## src/rtl/index_register_file.sv

```systemverilog
// Index register file: NUM_REGS registers (X, Y, ...) with load, transfer,
// increment and decrement, two combinational read ports and N/Z flags.
module index_register_file #(
  parameter int          WIDTH       = 8,
  parameter int          NUM_REGS    = 2,
  parameter logic [31:0] RESET_VALUE = 32'h0,
  localparam int         SEL_W       = (NUM_REGS <= 2) ? 1 : $clog2(NUM_REGS)
) (
  input  logic             fclk,
  input  logic             resb,
  input  logic             load,
  input  logic [SEL_W-1:0] wr_sel,
  input  logic [WIDTH-1:0] db_in,
  input  logic             xfer,
  input  logic [SEL_W-1:0] xfer_src,
  input  logic             inc,
  input  logic             dec,
  input  logic [SEL_W-1:0] rd_sel,
  input  logic [SEL_W-1:0] addr_sel,
  output logic [WIDTH-1:0] db_out,
  output logic [WIDTH-1:0] address_out,
  output logic             flag_n,
  output logic             flag_z,
  output logic             flag_upd,
  output logic             wrap
);

  localparam int               SLOTS = 2 ** SEL_W;
  localparam logic [WIDTH-1:0] RST_V = RESET_VALUE[WIDTH-1:0];

  logic [WIDTH-1:0] regs_q [NUM_REGS];
  logic [WIDTH-1:0] pad    [SLOTS];

  logic             flag_n_q;
  logic             flag_z_q;
  logic             upd_q;
  logic             wrap_q;

  logic             we_d;
  logic [WIDTH-1:0] wdata_d;
  logic             wrap_d;

  logic             do_load;
  logic             do_xfer;
  logic             do_inc;
  logic             do_dec;
  logic [WIDTH-1:0] cur;
  logic [WIDTH-1:0] src;
  logic             wr_ok;
  logic             src_ok;

  function automatic logic sel_ok(input logic [SEL_W-1:0] s);
    return int'(s) < NUM_REGS;
  endfunction

  // Pad the register array to a power of two; spare slots read as zero.
  always_comb begin
    for (int i = 0; i < SLOTS; i++) begin
      pad[i] = '0;
    end
    for (int i = 0; i < NUM_REGS; i++) begin
      pad[i] = regs_q[i];
    end
  end

  // Read ports show pre-edge contents only.
  always_comb begin
    db_out      = pad[rd_sel];
    address_out = pad[addr_sel];
  end

  // One-hot operation select: load > xfer > inc > dec, inc+dec cancels.
  always_comb begin
    do_load = load;
    do_xfer = ~load & xfer;
    do_inc  = ~load & ~xfer & inc & ~dec;
    do_dec  = ~load & ~xfer & dec & ~inc;
  end

  // Write data, write enable and wrap detect for the selected operation.
  always_comb begin
    cur     = pad[wr_sel];
    src     = pad[xfer_src];
    wr_ok   = sel_ok(wr_sel);
    src_ok  = sel_ok(xfer_src);
    we_d    = 1'b0;
    wdata_d = cur;
    wrap_d  = 1'b0;
    unique case (1'b1)
      do_load: begin
        we_d    = wr_ok;
        wdata_d = db_in;
      end
      do_xfer: begin
        we_d    = wr_ok & src_ok;
        wdata_d = src;
      end
      do_inc: begin
        we_d    = wr_ok;
        wdata_d = cur + WIDTH'(1);
        wrap_d  = wr_ok & (&cur);
      end
      do_dec: begin
        we_d    = wr_ok;
        wdata_d = cur - WIDTH'(1);
        wrap_d  = wr_ok & ~(|cur);
      end
      default: begin
        we_d = 1'b0;
      end
    endcase
  end

  // Register array: one write per cycle, reset dominates.
  always_ff @(posedge fclk) begin
    if (!resb) begin
      for (int i = 0; i < NUM_REGS; i++) begin
        regs_q[i] <= RST_V;
      end
    end else begin
      for (int i = 0; i < NUM_REGS; i++) begin
        if (we_d && (wr_sel == SEL_W'(i))) begin
          regs_q[i] <= wdata_d;
        end
      end
    end
  end

  // Flags follow the last written value; pulses last one cycle.
  always_ff @(posedge fclk) begin
    if (!resb) begin
      flag_n_q <= RST_V[WIDTH-1];
      flag_z_q <= (RST_V == '0);
      upd_q    <= 1'b0;
      wrap_q   <= 1'b0;
    end else begin
      upd_q  <= we_d;
      wrap_q <= wrap_d;
      if (we_d) begin
        flag_n_q <= wdata_d[WIDTH-1];
        flag_z_q <= (wdata_d == '0);
      end
    end
  end

  assign flag_n   = flag_n_q;
  assign flag_z   = flag_z_q;
  assign flag_upd = upd_q;
  assign wrap     = wrap_q;

endmodule

```

## config.mk

```make
export PLATFORM = sky130hd
export DESIGN_NAME = index_register_file
export DESIGN_NICKNAME = d
export VERILOG_FILES = /design/src/rtl/index_register_file.sv
export SDC_FILE = /design/constraint.sdc
export NUM_CORES = 1
export LEC_CHECK = 0
export ABC_AREA = 1
export CAP_MARGIN = 20
export CORE_ASPECT_RATIO = 0.8
export CORE_MARGIN = 1
export CORE_UTILIZATION = 51
export CTS_BUF_LIST = sky130_fd_sc_hd__clkbuf_16
export CTS_CLUSTER_SIZE = 8
export DETAILED_ROUTE_END_ITERATION = 8
export PLACE_DENSITY = 0.8
export SYNTH_ARGS = -nofsm -noshare
export SYNTH_HDL_FRONTEND = slang
export SYNTH_SLANG_ARGS = --single-unit
```

## constraint.sdc

```tcl
create_clock -name fclk -period 2.95 [get_ports fclk]
set_input_delay 0.59 -clock fclk [delete_from_list [all_inputs] [get_ports fclk]]
set_output_delay 0.59 -clock fclk [all_outputs]
set_load 0.03 [all_outputs]
```

; ---- Word level (Yosys, flattened, before mapping)
; Memories as Yosys holds them, arrays and structs flattened.
; Index checks and enable logic that the tools add are counted.
; Widths: inputs -> output; s select.
[word_totals]
ram_bits = 16
romBits = 0
memories = 1
input_bits = 18
wordCells = 59
out_inout_bits = 20
register_bits = 4
latchBits = 0
[memory_table]
columns = name, words, word_bits, rd, rd_ports_with_merged_regs, wr, line
row1 = regs_q, 2, 8, 2, 0, 2, 31  ; logic [WIDTH-1:0] regs_q [NUM_REGS];
[op_classes]
div_mod_pow = 0
n_reduce_logical = 6
bitwise_logic = 18
shift = 0
n_eq_ne = 0
magnitude_cmp = 4
mul = 0
mux = 24
add_sub_neg = 2
[ops]
columns = cell, n
row1 = $mux 8, 14
row2 = $pmux 8 s4, 1
row3 = $add 8x1->8 const B, 1
row4 = $ge 2x2->1 const B, 4
row5 = $logic_not 8->1, 1
row6 = $mux 1, 8
row7 = $not 1->2, 4
row8 = $reduce_and 8->1, 1
row9 = $reduce_or 8->1, 1
row10 = $sub 8x1->8 const B, 1
row11 = $and 1x1->1, 6
row12 = $not 1->1, 6
row13 = $reduce_or 4->1, 1
row14 = $logic_and 1x1->1, 2
row15 = $or 1x1->1, 2
row16 = $pmux 1 s2, 1

; ---- Logic depth before layout (Yosys ltp)
; Gate-level depths: netlist (run 1).
[depth]
depth_word = 11
mapped_depth = 19
depth_no_buf = 17

; ---- Worst setup path after synthesis (run 1)
; No wires, ideal clock.
[synth_path]
path_kind = in2reg
start = in wr_sel
end = mem regs_q[1][4], in the netlist regs_q[0][12] (data pin)
arrival_ns = 2.004
required_time_ns = 2.686
slack_ns = 0.682
setup_time_ns = 0.264
stages = 12
path_cell_list = buf_6 > buf_6 > o21a_1 > fa_1 > inv_1 > nand3_1 > nand2_1 > nand2_1 > nand3_1 > nand3_1 > o21ai_0 > nor2_1
[synth_rtl]
columns = element, line
row1 = from (decl), 12  ; input logic [SEL_W-1:0] wr_sel,
row2 = to (decl), 31

; ---- Worst setup path in the final report (run 1)
[layout_path]
start = in addr_sel
end = out address_out[7]
[layout_between]
elab_chain_cells = 4
[layout_lines]
columns = element, line
row1 = from (decl), 19  ; input logic [SEL_W-1:0] addr_sel,
row2 = $not 1->2 (not written as such), 69  ; address_out = pad[addr_sel];
row3 = $mux 8 (not written as such) (3 in a row), 69
row4 = to (decl), 21  ; output logic [WIDTH-1:0] address_out,
; No other way between the ends. The select of a mux whose other input is x is not followed.

==> impl_metrics.ini, run 1 <==
[place]
dp.cells = 340
gp_congestion = 0.9287
port_buffers = 37
hpwl_um = 3656
placedInstanceArea_sq_mm = 0.002232

[clock_tree]
cts_tree = yes
cts_htree_levels = 1
clk_pin_slew_worst_paths_ns = 0.05
cts_setup_buffers = 0
clock_sink_count = 20
cts_root_buf = clkbuf_16
cts_buffers = 3
clkLatencyLatePin_ns = 0.25
cts.repair.resized = 0
cts_buffer_depth = 2
cts_hold_buf = 0

[sta]
rsz0062_at_grt = false
min_period_ns = 2.729
setup_viol = 0
worst_pin_slew_ns = 0.4048
finalCritPeriodShare = 0.9250
max_slew_margin = 0.7293
max_freq_mhz = 366.5
skew_ns = 0.001770
hold_viol_final = 0
setup-tns-final_ns = 0
drv_slew = 0

[critical_path]
crit_fanout = 16
cp-end-kind = primary output
worstPathArrival_ns = 2.14
critPathRequiredTime_ns = 2.36
crit_type = in -> out
start_kind = input port

[drt]
routed_via_density = 5.149
antenna_left = 0
wire_per_inst_um = 13.51
route.detailed.drc = 0
vias = 1766
drt_iter0_drc = 79
drt-total-wl_um = 4633
drtPass1Iterations = 4

[layout]
area_delta_synth_final_pct = 29.77
fillers = 274
most-common-layout-cells = nand2_1, clkdlybuf4s50_1, inv_1, o21ai_0
final_cells = 343
drive_above_1_share = 0.1287
antenna_cells = 0
final_common_cell = nand2_1
nets = 330
stdcell_area_sq_mm = 0.002307

[floorplanning]
core_area_sq_mm = 0.003198
start_util = 0.5559
rows = 18
die-area_sq_mm = 0.003728
die_x_um = 68.02
die_h_um = 54.81
io_pins = 38

[logic_synthesis]
yosysWarnings = 0
syn-num-nets = 285
ys_seq_area_frac = 0.3153
synth_top_area_share = 0.2702
synth_ff_type = edfxtp_1
synth.avg_cell_area_sq_um = 6.838
synth_cell_type_count = 34
synth_edf_count = 16
syn_area_sq_mm = 0.001778
synth_area_leaders = edfxtp_1, nand2_1, o21ai_0
netlist_instances = 260
synthArstFlopShare = 0
ys_seq_elements = 20
synth.largest_area_cell = edfxtp_1

[pwr]
p_sw_mw = 0.3278
leakagePower_nw = 1.078
switching_share = 0.3329
p_per_area_mw_per_mm2 = 426.7
p_int_mw = 0.6568
clockPowerShare = 0.272
p_seq_frac = 0.359
ir_drop_mv = 0.4111
combPwrFrac = 0.369
power.total_mw = 0.9846

[status]
status = completed

[hold_path]
worstHoldPathType = reg -> reg

[flow_run]
cap_violations = 0

[global_route]
grt_pass1_wl_um = 7320
grt_usage = 0.2736
grt_max_degree = 18
grt_pass1_vias = 1557
antenna_found_initial = 0
overflow = 0
-- critical path: stages --
cell and delay [ns]:
clkdlybuf4s50_1 0.45, buf_4 0.20, nand2_1 0.08, o21ai_0 0.10, clkdlybuf4s50_1 0.71
-- area by class of cell --
type                    instances  area (sq um)  share of cell area
inverters                      42         157.7             0.06833
repair buffers                 46         450.4              0.1952
clock buffers                   3         75.07             0.03254
well taps                      40         50.05             0.02169
multi-input cells             192          1013              0.4393
flip-flops and latches         20         560.5              0.2430
-- state kept, by name, indices dropped and copies added, names as in the netlist --
register  cells
regs_q       16
wrap          1
flag_z        1
flag_upd      1
flag_n        1
-- worst paths after layout --
check / startpoint / endpoint / slack, ns / cells past startpoint
worst max-delay path: addr_sel / address_out[7] / 0.22 / 5
worst min-delay path: flag_n / flag_n / 0.53 / 4
worst max register to register: regs_q[0][9] / regs_q[0][15] / 0.84 / 15
worst min register to register: flag_n / flag_n / 0.53 / 4
-- cell families after synthesis --
group	Yosys count	share of synthesized area
AO/OA/AOI/OAI	52	0.1724
XOR/XNOR	1	0.004927
adder cells (fa/ha/maj)	7	0.05348
buffers and inverters	48	0.1147
flip-flops	20	0.3153
AND/OR/NAND/NOR	132	0.3392
-- routing by layer --
layer	global-route usage	routed length, um
met1	0.3926	2255
met2	0.4346	2049
met3	0.04375	287
met4	0.05208	40
met5	0	0
-- synth_stat cells, drive strengths merged, types with 2 or more instances --
| master | number |
|---|---|
| edfxtp | 16 |
| buf | 4 |
| o21ai | 31 |
| nand3 | 16 |
| inv | 42 |
| clkbuf | 2 |
| dfxtp | 4 |
| o21a | 4 |
| nor2 | 20 |
| ha | 6 |
| nand4 | 4 |
| a21oi | 13 |
| nand2 | 88 |
| nor4 | 2 |
-- per-stage QoR --
step,utilization,hold slack [ns],setup slack (ns)
floorplan,-,0.6458,0.6822
global placement,0.6980,0.5128,0.06014
detailed placement,0.6980,0.5170,0.02734
CTS,0.7214,0.5298,0.2242
global route,0.7214,0.5644,0.06104
finish,0.7214,0.5256,0.2211
-- power groups by stage --
| stage | combinational, mW | clock [mW] | sequential [mW] |
|---|---|---|---|
| after CTS | 0.361 | 0.269 | 0.353 |
| after detailed placement | 0.359 | 0 | 0.359 |
| after global routing | 0.396 | 0.282 | 0.358 |
| after global placement | 0.352 | 0 | 0.358 |
| after floorplan | 0.221 | 0 | 0.361 |
| final | 0.363 | 0.268 | 0.354 |
Power figures use the tool's default switching activity.
==> run 2, diff against run 1 <==
Settings changed: CTS_CLUSTER_SIZE 8 to not set.
==> results of run 2 <==
No change in the layout: final DEF, timing and power equal those of run 1.
==> run 3, diff against run 2 <==
Settings changed: RECOVER_POWER set to 50.
==> run 3 against run 2 <==
  * Final cell count is the same
  * Worst setup slack got worse by 0.0028 ns
  * First-iteration DRC count unchanged
  * Largest cell class unchanged
==> impl_metrics.ini, run 3 (synthesized netlist as in run 1, its figures left out) <==
[sta]
worst_pin_slew_ns = 0.4840
setup-tns-final_ns = 0
max_slew_margin = 0.6773
setup_viol = 0
drv_slew = 0
worst_slack_ns = 0.2183
hold_viol_final = 0
min_period_ns = 2.732
max_freq_mhz = 366.1
rsz0062_at_grt = false
finalCritPeriodShare = 0.9260
skew_ns = 0.001866

[global_route]
grt_pass1_wl_um = 7320
grt_pass1_vias = 1557
grt_max_degree = 18
overflow = 0
antenna_found_initial = 0
grt_usage = 0.2736

[layout]
fillers = 278
antenna_cells = 0
top_register = regs_q
largest_register_ffs = 16
final_util = 0.7132
most-common-layout-cells = nand2_1, inv_1, clkdlybuf4s50_1, o21ai_0
area_delta_synth_final_pct = 28.29
drive_above_1_share = 0.1023
nets = 330
final_cells = 343
final_common_cell = nand2_1

[pwr]
p_per_area_mw_per_mm2 = 430.0
clockPowerShare = 0.275
ir_drop_mv = 0.4073
p_int_mw = 0.6519
switching_share = 0.3353
leakagePower_nw = 1.069
combPwrFrac = 0.364
p_sw_mw = 0.3288
p_seq_frac = 0.361

[hold_path]
worstHoldPathType = reg -> reg
min_from = flag_n

[place]
hpwl_um = 3656
port_buffers = 37
pre_cts_slack_ns = 0.02734
gp_congestion = 0.9287
dp.cells = 340

[floorplanning]
die_x_um = 68.02
core_area_sq_mm = 0.003198
start_util = 0.5559
die_h_um = 54.81
die-area_sq_mm = 0.003728
io_pins = 38
rows = 18

[critical_path]
crit_type = in -> out
critPathRequiredTime_ns = 2.36
cp-end-kind = primary output
crit_fanout = 16
start_kind = input port
cp-startpoint = addr_sel
worstPathArrival_ns = 2.14
worstReg2RegStart = regs_q[0][9]

[clock_tree]
cts_buffer_depth = 2
clock_sink_count = 20
cts_root_buf = clkbuf_16
cts_buffers = 3
clk_pin_slew_worst_paths_ns = 0.05
cts_tree = yes
clkLatencyLatePin_ns = 0.25
cts_hold_buf = 0
cts.repair.resized = 0
cts_setup_buffers = 0
cts_htree_levels = 1

[drt]
routed_via_density = 5.160
drt-total-wl_um = 4659
route.detailed.drc = 0
vias = 1770
drtPass1Iterations = 4
antenna_left = 0
wire_per_inst_um = 13.58
drt_iter0_drc = 79

[status]
status = completed

[flow_run]
cap_violations = 0
==> run 3: changes by cell type in the layout (fill, tap and decap cells not counted), moves of 4 or more <==
| cell | change |
|---|---|
| clkbuf_1 | +5 |
| clkdlybuf4s50_1 | -4 |
| dlygate4sd3_1 | +4 |
| buf_4 | -5 |
==> run 3: layer usage <==
metal	track usage	up-vias	routed length, um
met2	0.4346	67	2068
met3	0.04375	4	309
met1	0.3926	766	2252
li1	-	933	-
met5	0	-	0
met4	0.05208	0	28
==> run 3: layout make-up <==
type / instances / area (sq um) / area share
clock buffer: 3 / 75.07 / 0.03291
inverter: 42 / 157.7 / 0.06912
multi-input combinational: 192 / 1006 / 0.4410
sequential: 20 / 560.5 / 0.2457
tap: 40 / 50.05 / 0.02194
timing repair buffer: 46 / 431.7 / 0.1892
==> run 3: worst paths after layout <==
check                   end  slack [ns]  depth (start not counted)
max reg2reg   regs_q[0][15]        0.83                         15
min reg2reg          flag_n        0.52                          4
min                  flag_n        0.52                          4
max          address_out[7]        0.22                          5
==> run 3: power by group through the flow <==
stage	clock [mW]	combinational, mW	sequential, mW
after floorplan	0	0.221	0.361
after global placement	0	0.352	0.358
after detailed placement	0	0.359	0.359
after CTS	0.269	0.361	0.353
after global routing	0.282	0.390	0.358
final	0.269	0.357	0.354
==> run 3: per-stage QoR <==
| stage | hold slack (ns) | power (mW) | area (sq um) |
|---|---|---|---|
| 2_1_floorplan | 0.6458 | 0.5822 | 1778 |
| 3_3_place_gp | 0.5128 | 0.7105 | 2232 |
| 3_5_place_dp | 0.5170 | 0.7178 | 2232 |
| 4_1_cts | 0.5298 | 0.9839 | 2307 |
| 5_1_grt | 0.5614 | 1.030 | 2281 |
| 6_report | 0.5228 | 0.9807 | 2281 |
==> run 3: worst max-delay path: stages <==
cell and delay, ns:
clkdlybuf4s50_1 0.45, buf_4 0.20, nand2_1 0.09, o21ai_0 0.10
clkdlybuf4s50_1 0.71
